File: config.mk
export PLATFORM = sky130hd
export DESIGN_NAME = tl_ram_responder_flat
export DESIGN_NICKNAME = d
export VERILOG_FILES = /design/src/rtl/tl_ram_responder_pkg.sv /design/src/rtl/tl_ram_responder_if.sv /design/src/rtl/tl_ram_byte_array.sv /design/src/rtl/tl_ram_responder.sv /design/src/flat_wrapper.sv
export SDC_FILE = /design/constraint.sdc
export NUM_CORES = 2
export LEC_CHECK = 0
export CAP_MARGIN = 20
export CORE_UTILIZATION = 55
export DETAILED_ROUTE_END_ITERATION = 8
export PLACE_DENSITY_LB_ADDON = 0.3
export SYNTH_ARGS = -nofsm -noshare
export SYNTH_HDL_FRONTEND = slang
export SYNTH_HIERARCHICAL = 1
export SYNTH_SLANG_ARGS = --single-unit
File: constraint.sdc
create_clock -name clock -period 2.42 [get_ports clock]
set_clock_uncertainty 0.15 [all_clocks]
set_input_delay 0.484 -clock clock [delete_from_list [all_inputs] [get_ports clock]]
set_output_delay 0.484 -clock clock [all_outputs]
set_load 0.01 [all_outputs]
File: src/rtl/tl_ram_responder_pkg.sv
// Shared TL-UL constants, field widths and the response record for the RAM responder.
// Imported by the interface, the storage array and the top level.
package tl_ram_responder_pkg;

    localparam int OPCODE_W = 3;
    localparam int PARAM_W  = 3;
    localparam int SIZE_W   = 2;
    localparam int SOURCE_W = 7;
    localparam int ADDR_W   = 31;
    localparam int MASK_W   = 8;
    localparam int DATA_W   = 64;

    localparam logic [OPCODE_W-1:0] A_PUT_FULL    = 3'd0;
    localparam logic [OPCODE_W-1:0] A_PUT_PARTIAL = 3'd1;
    localparam logic [OPCODE_W-1:0] A_GET         = 3'd4;

    localparam logic [OPCODE_W-1:0] D_ACCESS_ACK      = 3'd0;
    localparam logic [OPCODE_W-1:0] D_ACCESS_ACK_DATA = 3'd1;

    typedef struct packed {
        logic [OPCODE_W-1:0] opcode;
        logic [SIZE_W-1:0]   size;
        logic [SOURCE_W-1:0] source;
        logic                denied;
        logic [DATA_W-1:0]   data;
    } d_resp_t;

    function automatic logic is_put(input logic [OPCODE_W-1:0] op);
        return (op == A_PUT_FULL) || (op == A_PUT_PARTIAL);
    endfunction

endpackage

File: src/rtl/tl_ram_responder_if.sv
// TL-UL A/D channel bundle between a requester (master) and the RAM responder (slave).
interface tl_ram_responder_if;
    import tl_ram_responder_pkg::*;

    logic                auto_in_a_ready;
    logic                auto_in_a_valid;
    logic [OPCODE_W-1:0] auto_in_a_bits_opcode;
    logic [PARAM_W-1:0]  auto_in_a_bits_param;
    logic [SIZE_W-1:0]   auto_in_a_bits_size;
    logic [SOURCE_W-1:0] auto_in_a_bits_source;
    logic [ADDR_W-1:0]   auto_in_a_bits_address;
    logic [MASK_W-1:0]   auto_in_a_bits_mask;
    logic [DATA_W-1:0]   auto_in_a_bits_data;
    logic                auto_in_a_bits_corrupt;
    logic                auto_in_d_ready;
    logic                auto_in_d_valid;
    logic [OPCODE_W-1:0] auto_in_d_bits_opcode;
    logic [SIZE_W-1:0]   auto_in_d_bits_size;
    logic [SOURCE_W-1:0] auto_in_d_bits_source;
    logic                auto_in_d_bits_denied;
    logic [DATA_W-1:0]   auto_in_d_bits_data;

    modport master (
        input  auto_in_a_ready,
        output auto_in_a_valid, auto_in_a_bits_opcode, auto_in_a_bits_param,
               auto_in_a_bits_size, auto_in_a_bits_source, auto_in_a_bits_address,
               auto_in_a_bits_mask, auto_in_a_bits_data, auto_in_a_bits_corrupt,
        output auto_in_d_ready,
        input  auto_in_d_valid, auto_in_d_bits_opcode, auto_in_d_bits_size,
               auto_in_d_bits_source, auto_in_d_bits_denied, auto_in_d_bits_data
    );

    modport slave (
        output auto_in_a_ready,
        input  auto_in_a_valid, auto_in_a_bits_opcode, auto_in_a_bits_param,
               auto_in_a_bits_size, auto_in_a_bits_source, auto_in_a_bits_address,
               auto_in_a_bits_mask, auto_in_a_bits_data, auto_in_a_bits_corrupt,
        input  auto_in_d_ready,
        output auto_in_d_valid, auto_in_d_bits_opcode, auto_in_d_bits_size,
               auto_in_d_bits_source, auto_in_d_bits_denied, auto_in_d_bits_data
    );

endinterface

File: src/rtl/tl_ram_byte_array.sv
// Word-addressed storage with per-byte write enables and a combinational read port.
// Each byte lane is its own array so lanes are written independently.
module tl_ram_byte_array
    import tl_ram_responder_pkg::*;
#(
    parameter int DEPTH_LOG2 = 5
) (
    input  logic                  clock,
    input  logic [DEPTH_LOG2-1:0] addr,
    input  logic [MASK_W-1:0]     we,
    input  logic [DATA_W-1:0]     wdata,
    output logic [DATA_W-1:0]     rdata
);

    localparam int DEPTH = 1 << DEPTH_LOG2;

    genvar gi;
    generate
        for (gi = 0; gi < MASK_W; gi++) begin : g_lane
            logic [7:0] lane_mem [DEPTH];

            always_ff @(posedge clock) begin
                if (we[gi]) begin
                    lane_mem[addr] <= wdata[gi*8 +: 8];
                end
            end

            assign rdata[gi*8 +: 8] = lane_mem[addr];
        end
    endgenerate

endmodule

File: src/rtl/tl_ram_responder.sv
// Single-beat TL-UL RAM responder: one response register, full throughput,
// writes land at the accept edge so a Get on the following cycle sees them.
module tl_ram_responder
    import tl_ram_responder_pkg::*;
#(
    parameter logic [ADDR_W-1:0] BASE_ADDR  = 31'h1000_0000,
    parameter int                DEPTH_LOG2 = 5
) (
    input  logic          clock,
    input  logic          reset,
    tl_ram_responder_if.slave tl
);

    localparam int WIN_LSB = DEPTH_LOG2 + 3;

    logic                  a_ready;
    logic                  a_fire;
    logic                  in_range;
    logic                  op_get;
    logic                  op_put;
    logic                  do_write;
    logic [DEPTH_LOG2-1:0] word_idx;
    logic [MASK_W-1:0]     byte_we;
    logic [DATA_W-1:0]     rdata;
    d_resp_t               resp;
    d_resp_t               d_resp_reg;
    d_resp_t               d_resp_next;
    logic                  d_valid_reg;
    logic                  d_valid_next;
    logic                  unused_bits;

    // Reset low blocks acceptance so nothing is written while reset is held.
    assign a_ready  = !d_valid_reg | tl.auto_in_d_ready;
    assign a_fire   = tl.auto_in_a_valid & a_ready & reset;
    assign in_range = tl.auto_in_a_bits_address[ADDR_W-1:WIN_LSB] == BASE_ADDR[ADDR_W-1:WIN_LSB];
    assign word_idx = tl.auto_in_a_bits_address[WIN_LSB-1:3];
    assign op_get   = tl.auto_in_a_bits_opcode == A_GET;
    assign op_put   = is_put(tl.auto_in_a_bits_opcode);
    assign do_write = a_fire & op_put & in_range & !tl.auto_in_a_bits_corrupt;
    assign byte_we  = do_write ? tl.auto_in_a_bits_mask : '0;

    assign unused_bits = ^{tl.auto_in_a_bits_param, tl.auto_in_a_bits_address[2:0]};

    tl_ram_byte_array #(
        .DEPTH_LOG2 (DEPTH_LOG2)
    ) u_array (
        .clock (clock),
        .addr  (word_idx),
        .we    (byte_we),
        .wdata (tl.auto_in_a_bits_data),
        .rdata (rdata)
    );

    always_comb begin
        resp        = '0;
        resp.size   = tl.auto_in_a_bits_size;
        resp.source = tl.auto_in_a_bits_source;
        resp.opcode = op_put ? D_ACCESS_ACK : D_ACCESS_ACK_DATA;
        resp.denied = !in_range | !(op_get | op_put) | (op_put & tl.auto_in_a_bits_corrupt);
        resp.data   = (op_get & in_range) ? rdata : '0;
    end

    always_comb begin
        d_resp_next  = d_resp_reg;
        d_valid_next = d_valid_reg;
        if (a_fire) begin
            d_valid_next = 1'b1;
            d_resp_next  = resp;
        end else if (tl.auto_in_d_ready) begin
            d_valid_next = 1'b0;
        end
    end

    always_ff @(posedge clock or negedge reset) begin
        if (!reset) begin
            d_valid_reg <= 1'b0;
            d_resp_reg  <= '0;
        end else begin
            d_valid_reg <= d_valid_next;
            d_resp_reg  <= d_resp_next;
        end
    end

    assign tl.auto_in_a_ready       = a_ready;
    assign tl.auto_in_d_valid       = d_valid_reg;
    assign tl.auto_in_d_bits_opcode = d_resp_reg.opcode;
    assign tl.auto_in_d_bits_size   = d_resp_reg.size;
    assign tl.auto_in_d_bits_source = d_resp_reg.source;
    assign tl.auto_in_d_bits_denied = d_resp_reg.denied;
    assign tl.auto_in_d_bits_data   = d_resp_reg.data;

endmodule

File: src/flat_wrapper.sv
// flat-port wrapper written by rule: the top's interface ports become plain ports
module tl_ram_responder_flat import tl_ram_responder_pkg::*;
#(
    parameter logic [ADDR_W-1:0] BASE_ADDR  = 31'h1000_0000,
    parameter int                DEPTH_LOG2 = 5
)
  (clock, reset, tl_auto_in_a_ready, tl_auto_in_a_valid, tl_auto_in_a_bits_opcode, tl_auto_in_a_bits_param, tl_auto_in_a_bits_size, tl_auto_in_a_bits_source, tl_auto_in_a_bits_address, tl_auto_in_a_bits_mask, tl_auto_in_a_bits_data, tl_auto_in_a_bits_corrupt, tl_auto_in_d_ready, tl_auto_in_d_valid, tl_auto_in_d_bits_opcode, tl_auto_in_d_bits_size, tl_auto_in_d_bits_source, tl_auto_in_d_bits_denied, tl_auto_in_d_bits_data);
  tl_ram_responder_if tl_i ();
  input  logic clock;
  input  logic reset;
  output wire logic [$bits(tl_i.auto_in_a_ready)-1:0] tl_auto_in_a_ready;
  input wire logic [$bits(tl_i.auto_in_a_valid)-1:0] tl_auto_in_a_valid;
  input wire logic [$bits(tl_i.auto_in_a_bits_opcode)-1:0] tl_auto_in_a_bits_opcode;
  input wire logic [$bits(tl_i.auto_in_a_bits_param)-1:0] tl_auto_in_a_bits_param;
  input wire logic [$bits(tl_i.auto_in_a_bits_size)-1:0] tl_auto_in_a_bits_size;
  input wire logic [$bits(tl_i.auto_in_a_bits_source)-1:0] tl_auto_in_a_bits_source;
  input wire logic [$bits(tl_i.auto_in_a_bits_address)-1:0] tl_auto_in_a_bits_address;
  input wire logic [$bits(tl_i.auto_in_a_bits_mask)-1:0] tl_auto_in_a_bits_mask;
  input wire logic [$bits(tl_i.auto_in_a_bits_data)-1:0] tl_auto_in_a_bits_data;
  input wire logic [$bits(tl_i.auto_in_a_bits_corrupt)-1:0] tl_auto_in_a_bits_corrupt;
  input wire logic [$bits(tl_i.auto_in_d_ready)-1:0] tl_auto_in_d_ready;
  output wire logic [$bits(tl_i.auto_in_d_valid)-1:0] tl_auto_in_d_valid;
  output wire logic [$bits(tl_i.auto_in_d_bits_opcode)-1:0] tl_auto_in_d_bits_opcode;
  output wire logic [$bits(tl_i.auto_in_d_bits_size)-1:0] tl_auto_in_d_bits_size;
  output wire logic [$bits(tl_i.auto_in_d_bits_source)-1:0] tl_auto_in_d_bits_source;
  output wire logic [$bits(tl_i.auto_in_d_bits_denied)-1:0] tl_auto_in_d_bits_denied;
  output wire logic [$bits(tl_i.auto_in_d_bits_data)-1:0] tl_auto_in_d_bits_data;
  assign tl_auto_in_a_ready = tl_i.auto_in_a_ready;
  assign tl_i.auto_in_a_valid = tl_auto_in_a_valid;
  assign tl_i.auto_in_a_bits_opcode = tl_auto_in_a_bits_opcode;
  assign tl_i.auto_in_a_bits_param = tl_auto_in_a_bits_param;
  assign tl_i.auto_in_a_bits_size = tl_auto_in_a_bits_size;
  assign tl_i.auto_in_a_bits_source = tl_auto_in_a_bits_source;
  assign tl_i.auto_in_a_bits_address = tl_auto_in_a_bits_address;
  assign tl_i.auto_in_a_bits_mask = tl_auto_in_a_bits_mask;
  assign tl_i.auto_in_a_bits_data = tl_auto_in_a_bits_data;
  assign tl_i.auto_in_a_bits_corrupt = tl_auto_in_a_bits_corrupt;
  assign tl_i.auto_in_d_ready = tl_auto_in_d_ready;
  assign tl_auto_in_d_valid = tl_i.auto_in_d_valid;
  assign tl_auto_in_d_bits_opcode = tl_i.auto_in_d_bits_opcode;
  assign tl_auto_in_d_bits_size = tl_i.auto_in_d_bits_size;
  assign tl_auto_in_d_bits_source = tl_i.auto_in_d_bits_source;
  assign tl_auto_in_d_bits_denied = tl_i.auto_in_d_bits_denied;
  assign tl_auto_in_d_bits_data = tl_i.auto_in_d_bits_data;
  tl_ram_responder #(.BASE_ADDR(BASE_ADDR), .DEPTH_LOG2(DEPTH_LOG2)) u_core (.clock(clock), .reset(reset), .tl(tl_i));
endmodule
==> flow_summary.ini <==
[die]
initial_core_util = 0.554
num_rows = 142
coreArea_um2 = 150000
die_area_um2 = 152000
die_x_um = 390
ios = 202
die_h_um = 390

[sta]
relSlewSlack = 0.500
fin_crit_sh = 1.06
layout_setup_ws_ns = -0.142
fin_tns_setup_ns = -79.20
rsz0062_at_grt = true
hold_viol = 0
worst_pin_slew_ns = 0.743
period_minus_slack_ns = 2.56
hold_ws_ns = 0.116
fmax_mhz = 390
finalMaxSlewViolations = 0
setup_viol = 1813

[layout]
regArea_um2 = 63400
mostFrequentLayoutCell = edfxtp_1
drive_gt1_frac = 0.214
multi_input_area_um2 = 18800
finish.utilization = 0.661
nNetsFinal = 5467
final_cell_mix = 2048 x edfxtp_1, 1024 x mux2i_1, 512 x o22ai_1, 402 x buf_4, 208 x clkbuf_16
synthToLayoutAreaGrowth_pct = 19.3
fillCellCount = 9982

[detailed_routing]
wl_per_cell_um = 29.3
dr.pass1.iters = 6
vias = 47400
postRouteAntennaNets = 0
drtIter0Drc = 5919
drc = 0
drt-total-wl_um = 221000
drt-vias-per-instance = 6.28

[clock_network]
htreeDepth = 4
clkLatencyLatePin_ns = 0.83
numCtsBuffers = 203
cts_buffer_depth = 3
cts_root_buf = clkbuf_16
clkTransAtPathRegs_ns = 0.07
cts_tree = done
cts.sink_count = 2124

[synth]
synth_ff_type = edfxtp_1
ys_ff_latch = 2124
synth_top_family_by_area = multiplexers
ys_warn_count = 6
ys_seq_area_frac = 0.764
synth_enable_flop_cells = 2048
synthMuxAreaShare = 0.125
ys_async_sr_fraction = 0.0358
synth.distinct_cells = 40
synth_fa_ha_area_frac = 0
syn_inst = 4712
synth_compound_area_frac = 0.0497
avgSynthCellArea_um2 = 17.6
synth_xor_area_frac = 0
synth_simple_gate_area_share = 0.0422
syn_area_um2 = 83000

[setup_path]
arrival_ns = 1.93
critPathLaunchType = flip-flop
end_kind = output pin
critPathKind = flip-flop to output pin
worstPathRequired_ns = 1.79
worstPathMaxFanout = 3

[global_route]
grt-ovfl-total = 0
grt_usage = 0.289
grt_pass1_vias = 46400
grt_pass1_wl_um = 317000
antenna_found_initial = 28
grt_max_degree = 50

[place]
post-place-ws_ns = -1.00
post-dp-hpwl_um = 145000
port_buffers = 193
place.gp.congestion = 0.893

[outcome]
status = finished, violations left
violations = negative setup slack

[pwr]
irDropWorstVdd_v = 0.000698
total_power_mw = 75.8
p_per_area_nw_per_um2 = 766
cellLeakagePower_nw = 35.8

[worst_hold_path]
hold_path.class = input port to flip-flop

[job]
maxCapViolations = 0
-- cells in the mapped netlist, types with 23 or more instances --
master	count	area share
mux2i_1	1024	0.12
nor4_1	138	0.010
and2_1	256	0.019
buf_2	186	0.011
o21ai_0	66	0.0040
nor2_1	23	0.0010
o41ai_1	62	0.0065
clkbuf_1	77	0.0035
buf_6	27	0.0037
o22ai_1	512	0.039
dfrtp_1	76	0.023
nand2_1	142	0.0064
edfxtp_1	2048	0.74
-- sequential cells by signal (all words and copies together) (netlist names) --
signal and cells:
u_core/u_array/g_lane.lane_mem 2048, u_core/tl.auto_in_d_bits_data 64, u_core/tl.auto_in_d_bits_source 7, u_core/tl.auto_in_d_bits_size 2
u_core/tl.auto_in_d_bits_denied 1, u_core/tl.auto_in_d_bits_opcode 1, u_core/tl.auto_in_d_valid 1
-- where the power goes --
group	internal, mW	leakage (nW)	switching, mW
clock	18.2	3.27	13.4
combinational	1.58	13.1	2.36
sequential	40.3	19.4	0.0175
-- area by class of cell --
cell class,instances,share of cell area
clock inverters,116,0.0111
multi-input cells,2284,0.190
inverters,1,0.0000632
well taps,2016,0.0255
flip-flops and latches,2124,0.640
repair buffers,730,0.0766
clock buffers,263,0.0561
diodes,17,0.000430
-- metrics by stage --
step                      cells  instance area [µm²]
after floorplan            4713                83500
after global placement     7147                92100
after detailed placement   7147                92100
after CTS                  7533                98900
after global routing       7537                99000
final                      7551                99000
-- critical path: stages (launching register included) --
cell	delay, ns
dfrtp_1	0.43
nor2b_4	0.16
buf_12	0.14
inv_4	0.05
buf_6	0.16
buf_2	0.16
-- what timing repair did --
action                                 in CTS  in global routing
cloned                                      1                  0
hold buffers                                1                  0
pin swaps                                   3                  8
resized for setup                         126                 34
setup endpoints to repair                 150               1919
setup buffers                               5                  1
endpoints found under the hold margin      76                  0
-- layer usage --
metal	global-route usage	part of all wire
met4	0.107	0.036
met1	0.407	0.39
met5	0	0.00019
met2	0.442	0.46
met3	0.0657	0.11
-- logic make-up after synthesis --
logic type | Yosys count
AO/OA/AOI/OAI | 644
buffers and inverters | 305
flip-flops | 2124
multiplexers | 1033
other | 1
AND/OR/NAND/NOR | 605
-- path summary, 6_finish.rpt --
path | from | to | slack (ns) | cells after the start
worst max-delay path | u_core/tl.auto_in_d_valid$_DFFE_PN0P_ | tl_auto_in_a_ready | -0.14 | 5
worst min-delay path | tl_auto_in_a_bits_size[1] | u_core/tl.auto_in_d_bits_size[1]$_DFFE_PN0P_ | 0.12 | 2
worst max register to register | u_core/tl.auto_in_d_valid$_DFFE_PN0P_ | u_core/u_array/g_lane[0].lane_mem[1][6]$_DFFE_PP_ | -0.10 | 10
worst min register to register | u_core/tl.auto_in_d_bits_size[0]$_DFFE_PN0P_ | u_core/tl.auto_in_d_bits_size[0]$_DFFE_PN0P_ | 0.35 | 1
max in group asynchronous | reset | u_core/tl.auto_in_d_bits_data[60]$_DFFE_PN0P_ | 1.10 | 4
min in group asynchronous | reset | u_core/tl.auto_in_d_bits_denied$_DFFE_PN0P_ | 0.46 | 4
(Power assumes the default switching activity.)
